## src/rtl/nes_pkg.sv

```systemverilog
// Shared constants for the NES pad poller: button bit positions, FSM
// encoding and the serial frame length.
package nes_pkg;

    // Bits shifted out of one pad per latch
    localparam int NES_BITS = 8;

    // Button bit positions in the published words (first bit shifted = bit 0)
    localparam int BTN_A      = 0;
    localparam int BTN_B      = 1;
    localparam int BTN_SELECT = 2;
    localparam int BTN_START  = 3;
    localparam int BTN_UP     = 4;
    localparam int BTN_DOWN   = 5;
    localparam int BTN_LEFT   = 6;
    localparam int BTN_RIGHT  = 7;

    // Scheduler FSM encoding, exported on the state port
    typedef enum logic [1:0] {
        ST_IDLE  = 2'd0,
        ST_LATCH = 2'd1,
        ST_SHIFT = 2'd2,
        ST_DONE  = 2'd3
    } state_t;

    // One pad frame in half-period segments: two latch segments, then
    // alternating low/high sclk segments ending on the low phase of the
    // last bit. Segment numbers therefore run 0 .. 2*NES_BITS.
    localparam int SEG_LAST = 2 * NES_BITS;

endpackage

```

## src/rtl/nes_serial_engine.sv

```systemverilog
// Single-pad latch/shift sequencer. A start pulse launches a frame: latch
// for two half-periods, then NES_BITS low phases separated by sclk-high
// phases. Data is sampled in the last cycle of each low phase. The engine
// restarts cleanly if start arrives in its final cycle, so two pads can be
// read back to back with no gap.
module nes_serial_engine
    import nes_pkg::*;
#(
    parameter int HALF = 300
) (
    input  logic                clk,
    input  logic                reset,
    input  logic                start,
    input  logic                sdata,
    output logic                latch,
    output logic                sclk,
    output logic                latch_last,
    output logic                done,
    output logic [NES_BITS-1:0] data
);

    localparam int CW = (HALF > 1) ? $clog2(HALF) : 1;
    localparam int SW = $clog2(SEG_LAST + 1);
    localparam int BW = $clog2(NES_BITS);
    localparam logic [CW-1:0] CNT_LAST = CW'(HALF - 1);
    localparam logic [SW-1:0] SEG_END  = SW'(SEG_LAST);

    logic                active_reg;
    logic [CW-1:0]       cnt_reg;
    logic [SW-1:0]       seg_reg;
    logic [NES_BITS-1:0] shadow_reg;

    logic                phase_end;
    logic                sample;
    logic [BW-1:0]       bit_idx;

    // Segment bookkeeping: even segments >= 2 are bit low phases, odd
    // segments >= 3 are sclk-high phases.
    assign phase_end  = active_reg && (cnt_reg == CNT_LAST);
    assign sample     = phase_end && !seg_reg[0] && (seg_reg >= SW'(2));
    assign bit_idx    = seg_reg[BW:1] - BW'(1);
    assign latch      = active_reg && (seg_reg < SW'(2));
    assign sclk       = active_reg && seg_reg[0] && (seg_reg != SW'(1));
    assign latch_last = phase_end && (seg_reg == SW'(1));
    assign done       = phase_end && (seg_reg == SEG_END);

    // Shadow word including the bit being sampled this cycle, so the
    // caller can capture a complete byte on the done cycle.
    always_comb begin
        data = shadow_reg;
        if (sample) begin
            data[bit_idx] = ~sdata;
        end
    end

    // Frame sequencing: half-period counter nested inside the segment counter.
    always_ff @(posedge clk) begin
        if (reset) begin
            active_reg <= 1'b0;
            cnt_reg    <= '0;
            seg_reg    <= '0;
            shadow_reg <= '0;
        end else begin
            if (sample) begin
                shadow_reg <= data;
            end
            if (start) begin
                active_reg <= 1'b1;
                cnt_reg    <= '0;
                seg_reg    <= '0;
            end else if (active_reg) begin
                if (cnt_reg == CNT_LAST) begin
                    cnt_reg <= '0;
                    if (seg_reg == SEG_END) begin
                        active_reg <= 1'b0;
                    end else begin
                        seg_reg <= seg_reg + SW'(1);
                    end
                end else begin
                    cnt_reg <= cnt_reg + CW'(1);
                end
            end
        end
    end

endmodule

```

## src/rtl/nes_poll_scheduler.sv

```systemverilog
// Two-pad NES poll scheduler. A free-running frame timer (or a host
// request) starts a poll; one serial engine reads pad 0 then pad 1 over
// the shared sclk, and the DONE cycle publishes both button words with
// press-edge pulses. One extra request arriving mid-poll is queued.
module nes_poll_scheduler
    import nes_pkg::*;
#(
    parameter int HALF        = 300,
    parameter int POLL_PERIOD = 833333
) (
    input  logic                clk,
    input  logic                reset,
    input  logic                enable,
    input  logic                poll_req,
    input  logic                sdata0,
    input  logic                sdata1,
    output logic                latch0,
    output logic                latch1,
    output logic                sclk,
    output logic                busy,
    output logic [1:0]          state,
    output logic [NES_BITS-1:0] buttons0,
    output logic [NES_BITS-1:0] buttons1,
    output logic [NES_BITS-1:0] pressed0,
    output logic [NES_BITS-1:0] pressed1,
    output logic                valid
);

    localparam int TW = $clog2(POLL_PERIOD);
    localparam logic [TW-1:0] TIMER_LAST = TW'(POLL_PERIOD - 1);

    state_t              state_reg;
    state_t              state_next;
    logic [TW-1:0]       timer_reg;
    logic                tick;
    logic                start_cond;
    logic                pending_reg;
    logic                pad_sel_reg;
    logic [NES_BITS-1:0] shadow0_reg;
    logic [NES_BITS-1:0] buttons0_reg;
    logic [NES_BITS-1:0] buttons1_reg;
    logic [NES_BITS-1:0] pressed0_reg;
    logic [NES_BITS-1:0] pressed1_reg;
    logic                valid_reg;
    logic [NES_BITS-1:0] rise0;
    logic [NES_BITS-1:0] rise1;

    logic                eng_start;
    logic                eng_sdata;
    logic                eng_latch;
    logic                eng_sclk;
    logic                eng_latch_last;
    logic                eng_done;
    logic [NES_BITS-1:0] eng_data;

    assign tick       = (timer_reg == TIMER_LAST);
    assign start_cond = (tick && enable) || poll_req || pending_reg;

    nes_serial_engine #(
        .HALF (HALF)
    ) u_engine (
        .clk        (clk),
        .reset      (reset),
        .start      (eng_start),
        .sdata      (eng_sdata),
        .latch      (eng_latch),
        .sclk       (eng_sclk),
        .latch_last (eng_latch_last),
        .done       (eng_done),
        .data       (eng_data)
    );

    // FSM state register
    always_ff @(posedge clk) begin
        if (reset) begin
            state_reg <= ST_IDLE;
        end else begin
            state_reg <= state_next;
        end
    end

    // FSM next state: pad 0 frame, pad 1 frame, one publish cycle
    always_comb begin
        state_next = state_reg;
        case (state_reg)
            ST_IDLE:  if (start_cond)     state_next = ST_LATCH;
            ST_LATCH: if (eng_latch_last) state_next = ST_SHIFT;
            ST_SHIFT: if (eng_done)       state_next = pad_sel_reg ? ST_DONE : ST_LATCH;
            ST_DONE:                      state_next = ST_IDLE;
            default:                      state_next = ST_IDLE;
        endcase
    end

    // FSM outputs: engine launch, pad routing of latch and data
    always_comb begin
        busy      = (state_reg != ST_IDLE);
        eng_start = ((state_reg == ST_IDLE) && start_cond) || (eng_done && !pad_sel_reg);
        latch0    = eng_latch && !pad_sel_reg;
        latch1    = eng_latch && pad_sel_reg;
        eng_sdata = pad_sel_reg ? sdata1 : sdata0;
    end

    assign sclk     = eng_sclk;
    assign state    = state_reg;
    assign buttons0 = buttons0_reg;
    assign buttons1 = buttons1_reg;
    assign pressed0 = pressed0_reg;
    assign pressed1 = pressed1_reg;
    assign valid    = valid_reg;

    // Frame timer, free running independent of enable
    always_ff @(posedge clk) begin
        if (reset) begin
            timer_reg <= '0;
        end else if (tick) begin
            timer_reg <= '0;
        end else begin
            timer_reg <= timer_reg + TW'(1);
        end
    end

    // Poll queue, pad select and pad 0 capture
    always_ff @(posedge clk) begin
        if (reset) begin
            pending_reg <= 1'b0;
            pad_sel_reg <= 1'b0;
            shadow0_reg <= '0;
        end else begin
            // In IDLE any queued poll is being launched right now
            if (state_reg == ST_IDLE) begin
                pending_reg <= 1'b0;
            end else if ((tick && enable) || poll_req) begin
                pending_reg <= 1'b1;
            end

            if (eng_done && !pad_sel_reg) begin
                pad_sel_reg <= 1'b1;
                shadow0_reg <= eng_data;
            end else if (state_reg == ST_DONE) begin
                pad_sel_reg <= 1'b0;
            end
        end
    end

    // Per-bit press edges: new word high where the published word was low
    generate
        for (genvar gi = 0; gi < NES_BITS; gi++) begin : g_edge
            assign rise0[gi] = shadow0_reg[gi] & ~buttons0_reg[gi];
            assign rise1[gi] = eng_data[gi]    & ~buttons1_reg[gi];
        end
    endgenerate

    // Publish both words together on entry to DONE; pulses last one cycle
    always_ff @(posedge clk) begin
        if (reset) begin
            buttons0_reg <= '0;
            buttons1_reg <= '0;
            pressed0_reg <= '0;
            pressed1_reg <= '0;
            valid_reg    <= 1'b0;
        end else begin
            valid_reg    <= 1'b0;
            pressed0_reg <= '0;
            pressed1_reg <= '0;
            if (eng_done && pad_sel_reg) begin
                buttons0_reg <= shadow0_reg;
                buttons1_reg <= eng_data;
                pressed0_reg <= rise0;
                pressed1_reg <= rise1;
                valid_reg    <= 1'b1;
            end
        end
    end

endmodule
```

## config.mk

```make
export PLATFORM = sky130hd
export DESIGN_NAME = nes_poll_scheduler
export DESIGN_NICKNAME = d
export VERILOG_FILES = /design/src/rtl/nes_pkg.sv /design/src/rtl/nes_serial_engine.sv /design/src/rtl/nes_poll_scheduler.sv
export SDC_FILE = /design/constraint.sdc
export NUM_CORES = 1
export LEC_CHECK = 0
export ABC_AREA = 1
export CORE_ASPECT_RATIO = 1.75
export CORE_MARGIN = 8
export CORE_UTILIZATION = 31
export DETAILED_ROUTE_END_ITERATION = 8
export DONT_BUFFER_PORTS = 1
export PLACE_DENSITY = 0.42
export SLEW_MARGIN = 20
export SYNTH_ARGS = -nofsm -noshare
export SYNTH_HDL_FRONTEND = slang
export SYNTH_SLANG_ARGS = --single-unit
```

## constraint.sdc

```tcl
create_clock -name clk -period 2.4 [get_ports clk]
set_input_delay 0.48 -clock clk [delete_from_list [all_inputs] [get_ports clk]]
set_output_delay 0.48 -clock clk [all_outputs]
set_load 0.005 [all_outputs]
```

---- Word-level counts from Yosys, hierarchy flattened ----
Cells that the tools add are included.
cells by class
  $add $sub $neg .......................... 4
  equal/unequal tests ..................... 11
  mux-type cells .......................... 18
  bitwise operators ....................... 35
  reductions and logical operators ........ 29
  order comparisons ....................... 4
operators with widths
  kind                                                                      count
  20-bit by 1-bit adder with 20-bit output (second input constant)          1
  20-bit == test (second input constant)                                    1
  1-bit inverter                                                            19
  1-bit AND                                                                 16
  1-bit logical AND                                                         15
  9-bit by 1-bit adder with 9-bit output (second input constant)            1
  9-bit == test (second input constant)                                     1
  1-bit 2-to-1 mux                                                          9
  9-bit 2-to-1 mux                                                          1
  8-bit bitwise mux                                                         1
  2-bit 2-to-1 mux                                                          4
  8-bit 2-to-1 mux                                                          1
  2-bit one-hot mux with 4 select lines                                     1
  2-bit OR reduction                                                        4
  2-bit inequality test (second input constant)                             3
  3-bit AND reduction                                                       2
  5-bit by 1-bit adder with 5-bit output (second input constant)            1
  5-bit by 1-bit == test with 1-bit output (second input constant)          1
  5-bit == test (second input constant)                                     1
  5-bit by 2-bit >= comparator with 1-bit output (second input constant)    1
  5-bit by 2-bit < comparator with 1-bit output (second input constant)     1
  5-bit by 1-bit inequality test with 1-bit output (second input constant)  1
  2-bit == test (second input constant)                                     2
  3-bit by 4-bit < comparator with 1-bit output (second input constant)     1
  other kinds (8)                                                           12
storage, ports and cells
  logic and storage cells ................. 115
  flip-flop bits (word level) ............. 88

---- Logic depth before layout (Yosys ltp) ----
  depth after elaboration ................. 8
  depth in mapped cells ................... 13
  gate-level depth less buffers ........... 13

---- Cells and area by module ----
From an unflattened synthesis, not the netlist that was laid out.
second synthesis, totals
  cell total of the unflattened synthesis .. 525
  area total of the unflattened synthesis .. 4,020.1 um^2
modules (own cells, without submodules)
  module              area an instance (um^2)  instances  cells each
  nes_poll_scheduler  2,508.7                  1          310
  nes_serial_engine   1,511.4                  1          215

---- Worst setup path before layout ----
Ideal clock, no wire load.
  kind .................................... flip-flop to flip-flop
  start ................................... register u_engine.seg_reg[1]
  end ..................................... register buttons1_reg[1] (netlist: buttons1[1])
  stages on the path, launching flop included .. 12
  arrival time ............................ 1.679 ns
  clock period less this slack ............ 1.794 ns
  setup slack ............................. 0.606 ns
  path buffers ............................ 0
  cell sequence ........................... dfxtp_1 clkinv_1 ha_1 inv_1 nor2_1 inv_1 nor2_1 nand2_1 nand3_1 nand2_1 o21ai_0 inv_1
on the way
  cells in the longest elaborated chain, start to end .. 7
RTL lines
  element                                                                                                                                RTL line                   text
  from (decl)                                                                                                                            nes_serial_engine.sv:30    logic [SW-1:0] seg_reg;
  from (signal assigned)                                                                                                                 nes_serial_engine.sv:77    seg_reg <= seg_reg + SW'(1);
  3-bit by 1-bit subtractor with 3-bit output                                                                                            nes_serial_engine.sv:41    assign bit_idx = seg_reg[BW:1] - BW'(1);
  3-bit by 4-bit < comparator with 1-bit output (not written as such) or 3-bit by 1-bit >= comparator with 1-bit output (tied branches)  nes_serial_engine.sv:52    data[bit_idx] = ~sdata;
  1-bit logical AND (not written as such)                                                                                                nes_serial_engine.sv:52
  1-bit 2-to-1 mux (not written as such)                                                                                                 nes_serial_engine.sv:52
  1-bit demux with 3-bit select                                                                                                          --
  8-bit bitwise mux                                                                                                                      nes_serial_engine.sv:52
  8-bit 2-to-1 mux                                                                                                                       nes_serial_engine.sv:51    if (sample) begin
  to (signal assigned)                                                                                                                   nes_poll_scheduler.sv:167  buttons1_reg <= eng_data;
  to (decl)                                                                                                                              nes_poll_scheduler.sv:41   logic [NES_BITS-1:0] buttons1_reg;
Parallel ways exist; a longest one is shown, timed or not.
A chain may end at the register's enable or synchronous reset.

---- Worst setup path in the final report ----
  start ................................... register u_engine.seg_reg[0]
  end ..................................... register buttons1_reg[5] (netlist: buttons1[5])
on the way
  cells in the longest elaborated chain, start to end .. 4
RTL lines
  element
  branches (longest 4 deep; another with 5-bit by 2-bit >= comparator with 1-bit output)
Several ways; the timed one is not identified.

==> results by group <==
Outcome
  – Status: complete, no violations

Pwr
  – PwrDens: slightly above 700 nW/µm²
  – Clk pwr share: 0.439
  – Psw: 867 µW
  – Sw frac: 0.274
  – Gate power share: 0.076
  – Leakage power: around 0.0018 µW
  – Total Power: 3170 µW
  – Peak supply drop: ~0.00037 V
  – Internal power: around 2300 µW
  – Sequential share of power: 0.485

Synthesis
  – Flops & latches, synth: 88
  – Syn_nets: 533
  – Synth top area share: 0.445
  – Main synth FF type: dfxtp_1
  – Number of synthesized flops with an enable pin: 0
  – Seq/Total Area, Yosys: 0.445
  – Largest cells by area after synthesis: dfxtp_1, nand2_1, inv_1, nand3_1, nor2_1
  – Synth warnings: 0
  – Syn_area_per_cell: about 7.6 µm²
  – Cell Area, Synth: a little under 4000 µm²
  – Syn Inst Count: 518
  – Synth cell types: 35
  – Cell taking the most area after synthesis: dfxtp_1
  – Synth async-reset ratio: 0

Worst setup path
  – Worst setup path class: register to register
  – Slowest cell delay on critical path: approximately 0.36 ns
  – CP max stage cell: dfxtp_1
  – Crit path cell chain: inv_1 -> ha_1 -> nand2_1 -> nor2_2 -> nand4_2 -> nor2_4 -> inv_2 -> o21ai_0 -> inv_1
  – Most frequent cell on the critical path: inv_1
  – Crit Path Max Fanout: 18
  – Crit path DAT: 2.25 ns
  – Crit. End Element: register
  – Crit path launch type: register
  – Worst Path Required: about 2.6 ns

STA
  – Post-route clock period utilization: 0.839
  – Relative slew slack: 0.640
  – Final setup viols: 0
  – FMAX: 497 MHz
  – Setup TNS: 0 ns
  – Slew Limit Fails: 0
  – Hold violation count in the final report: 0
  – Minimum clock period: ~2 ns
  – Clock skew: approximately 0.011 ns
  – RSZ-0062 raised after global routing: no
  – Worst Max-Slew Pin Slew: approximately 0.54 ns

Die
  – Die ar.: about 17000 µm²
  – Die Wd: roughly 100 µm
  – IO Pins: 45
  – Initial Util: 0.317
  – FP Rows: 54
  – Die Y: about 170 µm
  – Core Region: between 10000 and 15000 µm²

CTS
  – # clock sinks: 88
  – Clock Tree Buf Depth: 2
  – Postcts setup bufs: 0
  – Inserted Clock Buffers: 9
  – TritonCTS clock tree: done
  – Post-CTS sizing: 0
  – H-Tree Depth: 3
  – Cts hold-fix bufs: 0
  – Root Buffer: clkbuf_16
  – Reg clk slew, reported paths: approximately 0.07 ns
  – Clk Latency, worst-skew pair: 0.34 ns

Global routing
  – Vias in the first global route: just over 3000
  – GRT Total Usage: 0.120
  – First-pass GRT wire length: 15.8 mm
  – Initial antenna violation count: 0
  – Congestion Overflow GR: 0
  – Pin count of the biggest net entering global routing: 24

Routing
  – Post-route ant nets: 0
  – WL met3: ~360 µm
  – Vias per cell: roughly 4.6
  – 1st-pass router iterations: 4
  – Vias: between 3000 and 4000
  – Drt wl/cell: roughly 14 µm
  – Initial DRC count: 113
  – Total Wirelength: approximately 9.5 mm
  – Top Metal Used: met4
  – Met1 Routed Length: around 4 mm
  – DRC viols: 0
  – Met2 wire len: about 5.0 mm

Placed design
  – RD Place Congestion: ~0.75
  – Port bufs: 0
  – Post-DP HPWL: a little over 7 mm

Finish
  – Max reg flops: 20
  – P&R area growth vs syn: 12.0%
  – Antenna cells: 0
  – Layout Nets: 536
  – Layout fillers: ~1400
  – Share of cells above drive strength 1: 0.0913

Hold path
  – Hold Path Class: primary input to register

Job
  – MaxCap Viol Count: 0
power by group through the flow:
stage | Clock, µW | Sequential (µW) | Combinational (µW)
detailed placement | 0 | 1580 | 250
floorplan | 0 | 1550 | 191
global route | 1500 | 1540 | 285
global placement | 0 | 1570 | 245
finish | 1390 | 1540 | 242
CTS | 1430 | 1540 | 250
cell usage after synthesis, types with 3 or more instances:
| cell type | n |
|---|---|
| buf_4 | 3 |
| nor2_4 | 3 |
| buf_2 | 4 |
| nor2_2 | 6 |
| o21bai_1 | 7 |
| ha_1 | 9 |
| nand3b_1 | 3 |
| a21oi_1 | 34 |
| nor3_1 | 18 |
| nand4_1 | 12 |
| nand3_2 | 5 |
| nor2_1 | 51 |
| nand2_1 | 83 |
| dfxtp_1 | 88 |
| inv_1 | 72 |
| o21a_1 | 6 |
| clkbuf_1 | 5 |
| xor2_1 | 13 |
| inv_2 | 4 |
| nand3_1 | 43 |
| xnor2_1 | 3 |
| o21ai_0 | 29 |
layer usage:
metal  track usage  vias to the layer above
met5             0                        -
met4        0.0457                        0
met3        0.0281                        9
met2         0.215                       46
met1         0.133                     1491
li1              -                     1673
cell families (layout without fill, tap and decap cells):
logic type               Yosys count  count (layout)  share of synthesized area
XOR/XNOR                          16              16                     0.0354
adder cells (fa/ha/maj)            9               9                     0.0285
flip-flops                        88              88                      0.445
AND/OR/NAND/NOR                  234             234                      0.288
buffers and inverters             92             100                     0.0939
AO/OA/AOI/OAI                     79              79                      0.109
metrics by stage:
| stage | utilization | instance area [µm²] | hold WS [ns] | std cells | setup WS (ns) |
|---|---|---|---|---|---|
| 6_report | 0.354 | 4430 | 0.208 | 694 | 0.388 |
| 3_3_place_gp | 0.331 | 4130 | 0.433 | 678 | 0.427 |
| 2_1_floorplan | - | 3960 | 0.417 | 518 | 0.606 |
| 3_5_place_dp | 0.331 | 4130 | 0.440 | 678 | 0.362 |
| 4_1_cts | 0.354 | 4430 | 0.193 | 694 | 0.354 |
| 5_1_grt | 0.354 | 4430 | 0.189 | 694 | 0.0908 |
placed cells by master (no fill, tap or decap), types with 7 or more instances in the layout:
master / Yosys / layout
xor2_1: 13 / 13
dfxtp_1: 88 / 88
nor2_1: 51 / 51
clkbuf_16: 0 / 9
o21bai_1: 7 / 7
nor3_1: 18 / 18
ha_1: 9 / 9
nand4_1: 12 / 12
nand3_1: 43 / 43
a21oi_1: 34 / 34
nand2_1: 83 / 83
inv_1: 72 / 72
o21ai_0: 29 / 29
final cells by class:
cell class                 count  area, µm²  share of cell area
sequential                    88       1760               0.398
timing repair buffer           5       37.5             0.00847
multi-input combinational    338       1820               0.412
tap                          168        210              0.0475
clock buffer                   9        225              0.0508
clock inverter                 7       72.6              0.0164
inverter                      79        299              0.0675
path summary, 6_finish.rpt:
kind | startpoint | end | slack [ns] | cells after the start
setup / recovery | u_engine.seg_reg[0] | buttons1[5] | 0.39 | 9
hold / removal | reset | state[0] | 0.21 | 1
setup reg to reg | u_engine.seg_reg[0] | buttons1[5] | 0.39 | 9
hold reg to reg | timer_reg[0] | timer_reg[0] | 0.45 | 1
worst max-delay path: cells and delay by family (launching register included):
| family | cells | cell delay [ns] |
|---|---|---|
| buf+inv | 3 | 0.45 |
| fa+ha+maj | 1 | 0.16 |
| simple gates | 4 | 0.73 |
| flops | 1 | 0.36 |
| compound gates | 1 | 0.21 |
(Power assumes the default switching activity.)
